<file path="config.mk">
export PLATFORM = sky130hd
export DESIGN_NAME = exp4_trena
export DESIGN_NICKNAME = d
export VERILOG_FILES = /design/src/rtl/exp4_trena.sv
export SDC_FILE = /design/constraint.sdc
export NUM_CORES = 1
export LEC_CHECK = 0
export CAP_MARGIN = 0
export CORE_MARGIN = 5
export CORE_UTILIZATION = 50
export DETAILED_ROUTE_END_ITERATION = 6
export GPL_TIMING_DRIVEN = 0
export PLACE_DENSITY = 0.7
export SLEW_MARGIN = 15
export SYNTH_ARGS = -nofsm -noshare
export SYNTH_HDL_FRONTEND = slang
export SYNTH_SLANG_ARGS = --single-unit
</file>
<file path="constraint.sdc">
create_clock -name clock -period 5.5 [get_ports clock]
set_input_delay 0.825 -clock clock [delete_from_list [all_inputs] [get_ports clock]]
set_output_delay 0.825 -clock clock [all_outputs]
set_load 0.005 [all_outputs]
</file>
<file path="src/rtl/exp4_trena.sv">
// Ultrasonic tape-measure controller: triggers an HC-SR04-style sensor, times the echo
// in centimetres (3 BCD digits), shows it on 7-segment displays and sends "HTU#" over UART.

module exp4_trena_echo (
    input  logic clock,
    input  logic reset,
    input  logic echo,
    output logic level,
    output logic rise
);
    logic sync1_q, sync2_q, prev_q;

    always_ff @(posedge clock) begin
        if (reset) begin
            sync1_q <= 1'b0;
            sync2_q <= 1'b0;
            prev_q  <= 1'b0;
        end else begin
            sync1_q <= echo;
            sync2_q <= sync1_q;
            prev_q  <= sync2_q;
        end
    end

    assign level = sync2_q;
    assign rise  = sync2_q & ~prev_q;
endmodule

module exp4_trena_bcd (
    input  logic        clock,
    input  logic        reset,
    input  logic        clear,
    input  logic        inc,
    output logic [11:0] value
);
    logic [11:0] value_q, value_d;

    // Three-digit decimal counter that sticks at 999 instead of wrapping.
    always_comb begin
        value_d = value_q;
        if (clear) begin
            value_d = 12'h000;
        end else if (inc && value_q != 12'h999) begin
            if (value_q[3:0] != 4'd9) begin
                value_d[3:0] = value_q[3:0] + 4'd1;
            end else begin
                value_d[3:0] = 4'd0;
                if (value_q[7:4] != 4'd9) begin
                    value_d[7:4] = value_q[7:4] + 4'd1;
                end else begin
                    value_d[7:4]  = 4'd0;
                    value_d[11:8] = value_q[11:8] + 4'd1;
                end
            end
        end
    end

    always_ff @(posedge clock) begin
        if (reset) value_q <= 12'h000;
        else       value_q <= value_d;
    end

    assign value = value_q;
endmodule

module exp4_trena_uart #(
    parameter int BAUD_DIV = 434
) (
    input  logic       clock,
    input  logic       reset,
    input  logic       start,
    input  logic [6:0] data,
    output logic       tx,
    output logic       done
);
    localparam int BW = $clog2(BAUD_DIV + 1);

    logic [BW-1:0] baud_q;
    logic [3:0]    bit_q;
    logic [8:0]    shift_q;
    logic          busy_q, tx_q, done_q;

    // Frame: start, 7 data bits LSB first, odd parity, stop; done pulses after the stop bit.
    always_ff @(posedge clock) begin
        if (reset) begin
            baud_q  <= '0;
            bit_q   <= '0;
            shift_q <= '1;
            busy_q  <= 1'b0;
            tx_q    <= 1'b1;
            done_q  <= 1'b0;
        end else begin
            done_q <= 1'b0;
            if (!busy_q) begin
                if (start) begin
                    shift_q <= {1'b1, ~^data, data};
                    tx_q    <= 1'b0;
                    busy_q  <= 1'b1;
                    baud_q  <= '0;
                    bit_q   <= '0;
                end
            end else if (baud_q == BW'(BAUD_DIV - 1)) begin
                baud_q <= '0;
                if (bit_q == 4'd9) begin
                    busy_q <= 1'b0;
                    tx_q   <= 1'b1;
                    done_q <= 1'b1;
                end else begin
                    tx_q    <= shift_q[0];
                    shift_q <= {1'b1, shift_q[8:1]};
                    bit_q   <= bit_q + 4'd1;
                end
            end else begin
                baud_q <= baud_q + BW'(1);
            end
        end
    end

    assign tx   = tx_q;
    assign done = done_q;
endmodule

module exp4_trena #(
    parameter int CLK_HZ        = 50_000_000,
    parameter int TRIG_CYCLES   = 500,
    parameter int CYCLES_PER_CM = 2941,
    parameter int BAUD_DIV      = 434
) (
    input  logic        clock,
    input  logic        reset,
    input  logic        mensurar,
    input  logic        echo,
    output logic        trigger,
    output logic        saida_serial,
    output logic [6:0]  medida0,
    output logic [6:0]  medida1,
    output logic [6:0]  medida2,
    output logic [11:0] medidatotal,
    output logic        fim_digito,
    output logic        pronto,
    output logic [3:0]  db_estado
);
    localparam int CMAX = (TRIG_CYCLES > CYCLES_PER_CM) ? TRIG_CYCLES : CYCLES_PER_CM;
    localparam int CW   = $clog2(CMAX + 1);
    localparam logic [6:0] SEG_ZERO = 7'b1000000;

    typedef enum logic [3:0] {
        INICIAL = 4'd0, PREPARACAO = 4'd1, ENVIA_TRIGGER = 4'd2, ESPERA_ECHO = 4'd3,
        MEDINDO = 4'd4, ARMAZENA = 4'd5, TRANSMITE = 4'd6, ESPERA_CHAR = 4'd7,
        PROXIMO = 4'd8, FINAL = 4'd9
    } state_t;

    state_t        state_q;
    logic [CW-1:0] cycle_q;
    logic [1:0]    charIdx_q;
    logic [11:0]   medida_q;
    logic [6:0]    seg0_q, seg1_q, seg2_q, charSel;
    logic          mensurar_q, trigger_q, pronto_q, uartStart_q;
    logic          echoLevel, echoRise, bcdClear, bcdInc, uartDone;
    logic [11:0]   bcdValue;

    function automatic logic [6:0] seg7(input logic [3:0] d);
        case (d)
            4'd0: seg7 = 7'b1000000;  4'd1: seg7 = 7'b1111001;
            4'd2: seg7 = 7'b0100100;  4'd3: seg7 = 7'b0110000;
            4'd4: seg7 = 7'b0011001;  4'd5: seg7 = 7'b0010010;
            4'd6: seg7 = 7'b0000010;  4'd7: seg7 = 7'b1111000;
            4'd8: seg7 = 7'b0000000;  4'd9: seg7 = 7'b0010000;
            default: seg7 = 7'b1111111;
        endcase
    endfunction

    exp4_trena_echo uEcho (.clock(clock), .reset(reset), .echo(echo),
                           .level(echoLevel), .rise(echoRise));

    assign bcdClear = (state_q == PREPARACAO);
    assign bcdInc   = (state_q == MEDINDO) && echoLevel && (cycle_q == CW'(CYCLES_PER_CM - 1));

    exp4_trena_bcd uBcd (.clock(clock), .reset(reset), .clear(bcdClear), .inc(bcdInc),
                         .value(bcdValue));

    always_comb begin
        charSel = 7'h23;
        case (charIdx_q)
            2'd0: charSel = {3'b011, medida_q[11:8]};
            2'd1: charSel = {3'b011, medida_q[7:4]};
            2'd2: charSel = {3'b011, medida_q[3:0]};
            default: charSel = 7'h23;
        endcase
    end

    exp4_trena_uart #(.BAUD_DIV(BAUD_DIV)) uUart (.clock(clock), .reset(reset),
        .start(uartStart_q), .data(charSel), .tx(saida_serial), .done(uartDone));

    // The rising-edge cycle of echo is already counted, hence cycle_q starts at 1.
    always_ff @(posedge clock) begin
        if (reset) begin
            state_q     <= INICIAL;
            cycle_q     <= '0;
            charIdx_q   <= '0;
            medida_q    <= 12'h000;
            seg0_q      <= SEG_ZERO;
            seg1_q      <= SEG_ZERO;
            seg2_q      <= SEG_ZERO;
            mensurar_q  <= 1'b0;
            trigger_q   <= 1'b0;
            pronto_q    <= 1'b0;
            uartStart_q <= 1'b0;
        end else begin
            mensurar_q  <= mensurar;
            pronto_q    <= 1'b0;
            uartStart_q <= 1'b0;
            case (state_q)
                INICIAL: if (mensurar && !mensurar_q) state_q <= PREPARACAO;
                PREPARACAO: begin
                    cycle_q   <= '0;
                    trigger_q <= 1'b1;
                    state_q   <= ENVIA_TRIGGER;
                end
                ENVIA_TRIGGER: begin
                    if (cycle_q == CW'(TRIG_CYCLES - 1)) begin
                        trigger_q <= 1'b0;
                        cycle_q   <= '0;
                        state_q   <= ESPERA_ECHO;
                    end else begin
                        cycle_q <= cycle_q + CW'(1);
                    end
                end
                ESPERA_ECHO: begin
                    if (echoRise) begin
                        cycle_q <= CW'(1);
                        state_q <= MEDINDO;
                    end
                end
                MEDINDO: begin
                    if (!echoLevel)                                  state_q <= ARMAZENA;
                    else if (cycle_q == CW'(CYCLES_PER_CM - 1))      cycle_q <= '0;
                    else                                             cycle_q <= cycle_q + CW'(1);
                end
                ARMAZENA: begin
                    medida_q  <= bcdValue;
                    seg0_q    <= seg7(bcdValue[3:0]);
                    seg1_q    <= seg7(bcdValue[7:4]);
                    seg2_q    <= seg7(bcdValue[11:8]);
                    charIdx_q <= '0;
                    state_q   <= TRANSMITE;
                end
                TRANSMITE: begin
                    uartStart_q <= 1'b1;
                    state_q     <= ESPERA_CHAR;
                end
                ESPERA_CHAR: if (uartDone) state_q <= PROXIMO;
                PROXIMO: begin
                    if (charIdx_q == 2'd3) begin
                        pronto_q <= 1'b1;
                        state_q  <= FINAL;
                    end else begin
                        charIdx_q <= charIdx_q + 2'd1;
                        state_q   <= TRANSMITE;
                    end
                end
                FINAL:   state_q <= INICIAL;
                default: state_q <= INICIAL;
            endcase
        end
    end

    assign trigger     = trigger_q;
    assign pronto      = pronto_q;
    assign fim_digito  = uartDone;
    assign medidatotal = medida_q;
    assign medida0     = seg0_q;
    assign medida1     = seg1_q;
    assign medida2     = seg2_q;
    assign db_estado   = state_q;
endmodule

</file>
Yosys cells after proc, flatten, opt, wreduce, memory -nomap -nowiden
Memory sizes are Yosys's and may differ from the RTL's. A register that Yosys moved wholly into a read port is not among the register bits.
Cells that the tools add are included.

word-level totals
  word-level logic and storage cells = 128
  input bits = 4
  output and inout port bits = 41
  memory bits (read-only) = 336
  memories = 3
  bits in registers = 74

operators by class
  $add $sub $neg = 7
  reduce and logical (&&, ||, !) cells = 23
  equality and inequality tests = 27
  muxes and demuxes = 41
  bitwise gates (word level) = 7

memories
  memory           depth  bits a word  rd ports  clocked after Yosys merged registers in  wr ports  line  text
  (no name shown)  16     7            1         1                                        0         163   case (d)
  (no name shown)  16     7            1         1                                        0         163
  (no name shown)  16     7            1         1                                        0         163

operators by type and width
  kind                     count
  $mux W9                  7
  $mux W12                 4
  $mux W4                  12
  $pmux W12 S4             1
  $pmux W4 S9              1
  $add A4 B1 Y4 const B    4
  $eq A4 B3 Y1 const B     4
  $pmux W5 S3              1
  $ne A2 B2 Y1 const B     7
  $add A12 B1 Y12 const B  1
  $eq A12 B12 Y1 const B   1
  $eq A12 B9 Y1 const B    1
  $mux W1                  12
  $ne A12 B12 Y1 const B   1
  $add A9 B1 Y9 const B    1
  $eq A9 B9 Y1 const B     1
  $reduce_and A3 Y1        3
  $eq A4 B2 Y1 const B     2
  $eq A4 B4 Y1 const B     2
  $ne A4 B4 Y1 const B     2
  $reduce_and A2 Y1        4
  $reduce_xnor A7 Y1       1
  $not A1 Y1               6
  $reduce_bool A2 Y1       3
  17 further kinds         23

Logic depth before layout (Yosys ltp)
  word-level depth = 5
  mapped depth = 8
  mapped depth without buffers = 7

Hierarchy
Synthesis repeated with hierarchy kept, for this count alone.

unflattened totals
  cell total of the unflattened synthesis = 602
  area total of the unflattened synthesis = 5033.6 sq um

modules (own cells, without submodules)
  module           instances  area each (sq um)  sequential area each (sq um)  cells an instance
  exp4_trena       1          3042.9             1101.1                        385
  exp4_trena_uart  1          1272.5             480.5                         138
  exp4_trena_bcd   1          630.6              240.2                         72
  exp4_trena_echo  1          87.6               60.1                          7

Worst setup path before layout
No wires, ideal clock.

  path type = flip-flop to flip-flop
  start = register uBcd.value_q[9] (netlist: uBcd.value[9])
  end = register uBcd.value_q[11] (netlist: uBcd.value[11])
  period minus slack after synthesis = 1973 ps
  required time = 5440 ps
  data arrival time = 1913 ps
  buffers on the path = 0
  setup slack = 3527 ps
  setup time = 60 ps
  cell stages (with the launch flop) = 8
  cell sequence = dfxtp_1 inv_1 ha_1 and3b_2 nor3_1 nand3_2 or4_1 nand2_1

between the ends
  word-level cells in the longest chain between the ends = 3
  elaborated cells on any way between the ends = 4
  classes of those cells = 1 x add/sub; 1 x eq/ne; 2 x reduce/logical

RTL lines
  what                                line  text
  start: declaration                  36    logic [11:0] value_q, value_d;
  start signal: assignment            60    else value_q <= value_d;
  $ne A12 B12 Y1                      43    end else if (inc && value_q != 12'h999) begin
  $logic_and A1 B1 Y1                 43
  $reduce_and A3 Y1 (no source line)  -

Parallel ways exist; a longest one is shown, timed or not.
A chain may end at the register's enable or synchronous reset.

==> reports/metrics.csv <==
stage,metric,value,unit
clocking,clock latency on the worst-skew pair,370,ps
sta,final setup violating endpoints,0,
clocking,"Clk pin slew, worst setup/hold paths",90,ps
grt,maximum number of pins on one net before global-route repair,15,
yosys,most area-consuming cells after synthesis,"dfxtp_1 38%, ha_1 6.6%, nand2_1 5.5%",
power,worst voltage drop across the vdd grid,146,uV
sta,setup total negative slack,0,ps
yosys,synthesized instance count,593,
power,relative contribution of combinational cells to total power,20.3,%
grt,number of global-route vias before repair,4147,
sta,pin slew with the least headroom to its limit,886,ps
clocking,CTS root buf,clkbuf_8,
clocking,total number of H-tree levels,3,
yosys,most common library cells after synthesis,"94 x dfxtp_1, 73 x nand2_1, 53 x nor2_1",
detailed_routing,Post-Route WL,12.9,mm
run_status,status,"finished, final reports clean",
layout,# diodes,0,
power,share of power burned in the clock network,33.6,%
clocking,total of hold buffers inserted after clock tree synthesis,0,
placed_design,post-placement worst setup slack,2570,ps
setup_path,maximum net fanout on the critical path,10,
detailed_routing,total via count in the routed design,4486,
detailed_routing,drt first pass iters,5,
sta,final clock period utilization by the worst path,47.5,%
floorplanning,die outline height,109,um
sta,Post-Route Skew,8.47,ps
power,Net Switching,464,uW
yosys,synthesized cell area,4940,sq um
setup_path,cell with the biggest individual delay on the critical path,clkdlybuf4s50_1,
yosys,simple-gate share of the synthesized area,26.0,%
floorplanning,die area,12000,sq um
clocking,Post-CTS Resized,0,
yosys,fraction of synthesized cell area in xor and xnor cells,1.24,%
sta,maximum clock rate,0.382,GHz
yosys,#FFs+latches synth,94,
sta,RSZ-0062 raised after global routing,no,
sta,worst max-slew margin expressed relative to the limit,40.4,%
yosys,main combinational cell family by area after synthesis,simple AND/OR/NAND/NOR gates,
detailed_routing,remaining design rule violation count,0,
clocking,post-CTS setup buffer count,0,
setup_path,Startpoint Class,input pin,
min_path,source of the worst hold timing path,uEcho.sync1_q$_SDFF_PP0_,
clocking,TritonCTS Buffers,9,
grt,wire length of the first global-routing pass,21.1,mm
setup_path,arrival time at the worst endpoint,2910,ps
min_path,class of the tightest hold or removal check,flop to flop,
sta,total count of max-transition violations in the final report,0,
floorplanning,placeable core area,9680,sq um
setup_path,longest individual stage delay on the worst path,550,ps
power,power share of the sequential group,46.1,%
power,switching part of the total,29.2,%
setup_path,"Top cell by count, worst path",clkbuf_1,
yosys,post-synth net total,623,
yosys,post-synth top area share,38.1,%
sta,crit path time final,2620,ps
yosys,mux cell area share after synthesis,1.67,%
layout,Final #Nets,678,
clocking,clock tree from TritonCTS,built,
yosys,leading cell type by number of instances after synthesis,dfxtp_1,
placed_design,count of buffers from port buffering,44,
yosys,Post-synth top flop,dfxtp_1,
yosys,sequential cell area fraction in the yosys report,38.1,%
sta,number of hold violations in the final report,0,
yosys,adder and majority gate portion of the synthesized area,6.58,%
setup_path,cells along the critical path,"clkdlybuf4s50_1, inv_1, clkbuf_1, clkbuf_1, o21ai_0, a31oi_1",
detailed_routing,violation count after the first detailed-route iteration,233,
power,Leak Pwr,0.00213,uW
placed_design,placed wire-length estimate after detailed placement,9.58,mm
yosys,Post-Synthesis Mean Instance Area,8.33,sq um
yosys,Async SR Flop Fraction,0,%
setup_path,category of the worst setup path capture point,flop,
floorplanning,initial core utilization,51.0,%
grt,GRT Util Overall,22.6,%
power,internal power component,1130,uW
yosys,post-synthesis compound-gate area fraction,22.0,%
layout,layout overhead on the synthesized area,17.0,%
sta,Setup WS post-layout,2880,ps
placed_design,weighted congestion at the end of routability-driven global placement,0.900,
clocking,number of buffers on the longest clock path,2,
floorplanning,Die W,109,um
setup_path,Critical Path Source,reset,
setup_path,"Req. time, crit path",5800,ps
yosys,number of distinct library cells after synthesis,73,
detailed_routing,final routed wire length divided by cell count,16.5,um
flow_run,max-cap violation count,0,
detailed_routing,mean number of vias per cell,5.71,
setup_path,critical register-to-register path startpoint,db_estado[0]$_SDFFE_PP0P_,
power,pwr/cell area,275,nW/um^2
yosys,"Warnings, synthesis",0,
yosys,number of flops mapped to enable cells by yosys,0,
setup_path,CP Class,input pin to flop,
clocking,clock net sink count,94,
yosys,Synth area leader,dfxtp_1,
grt,leftover overflow at the end of global routing,0,
grt,initial antenna violation count,0,
floorplanning,# IOs,45,
detailed_routing,remaining antenna violation count after routing,0,
floorplanning,number of placement rows,36,
layout,share of final-layout standard cells stronger than drive strength 1,5.51,%
[flip-flops by register name, indices dropped and copies added, names as in the netlist, 2 cells and up]
register / count
cycle_q: 12
medidatotal: 12
uBcd.value: 12
uUart.baud_q: 9
uUart.shift_q: 8
medida0: 7
medida1: 7
medida2: 7
db_estado: 4
uUart.bit_q: 4
charIdx_q: 2
[cells in the final DEF (no fill, tap or decap), types with 12 or more instances in the layout]
cell             Yosys  final
a21oi_1             46     46
clkbuf_1            24     25
clkbuf_8             2     14
clkdlybuf4s50_1      0     44
dfxtp_1             94     94
ha_1                26     26
inv_1               22     22
nand2_1             73     73
nand2b_1            15     15
nand3_1             16     16
nor2_1              53     53
nor2b_1             12     12
nor3_1              12     12
o21ai_0             27     27
[worst paths after layout]
check                                  to  slack, ps  cells past startpoint
setup / recovery  medida2[2]$_SDFFE_PP0P_       2880                      6
hold / removal     uEcho.level$_SDFF_PP0_        440                      1
setup reg to reg  medida0[1]$_SDFFE_PP0P_       3130                      6
hold reg to reg    uEcho.level$_SDFF_PP0_        440                      1
[metrics by stage]
stage / area (sq um) / hold WS (ps) / utilization, % / total power [uW] / cells
floorplan: 4940 / 414 / - / 961 / 593
global placement: 5550 / 436 / 57.3 / 1060 / 770
detailed placement: 5550 / 428 / 57.3 / 1060 / 770
CTS: 5780 / 452 / 59.7 / 1590 / 786
global route: 5780 / 489 / 59.7 / 1660 / 786
finish: 5780 / 445 / 59.7 / 1590 / 786
[logic make-up after synthesis]
kind of cell               after synthesis
AOI/OAI and AO/OA                      162
DFF                                     94
buffers and inverters                   51
adders and majority gates               26
muxes                                    8
xor gates and xnor gates                 7
and+or+nand+nor                        245
[final cells by class]
cell class / instances / area [sq um]
well taps: 133 / 166
multi-input cells: 448 / 2840
clock inverters: 3 / 65.1
inverters: 22 / 82.6
plain buffers: 29 / 136
clock buffers: 13 / 169
flip-flops and latches: 94 / 1880
repair buffers: 44 / 440
fillers: 904 / 3900
[critical path: cells and delay by family]
kind	cells	cell delay, ps
AOI/OAI and AO/OA	2	350
buffers and inverters	4	1730
[power groups by stage]
stage,Sequential (uW),Combinational [uW],Clock [uW]
final,732,323,534
after global routing,736,353,573
after CTS,731,320,541
after detailed placement,747,316,0
after global placement,745,313,0
after floorplan,739,222,0
[metal layers]
layer  vias to the layer above  GRT usage (%)  part of all wire (%)
li1                       2251              -                     -
met4                         0           8.64                   1.8
met1                      2126           28.9                    45
met3                        17           3.41                   3.7
met5                         -              0                     0
met2                        92           38.3                    49
(Power assumes the default switching activity.)
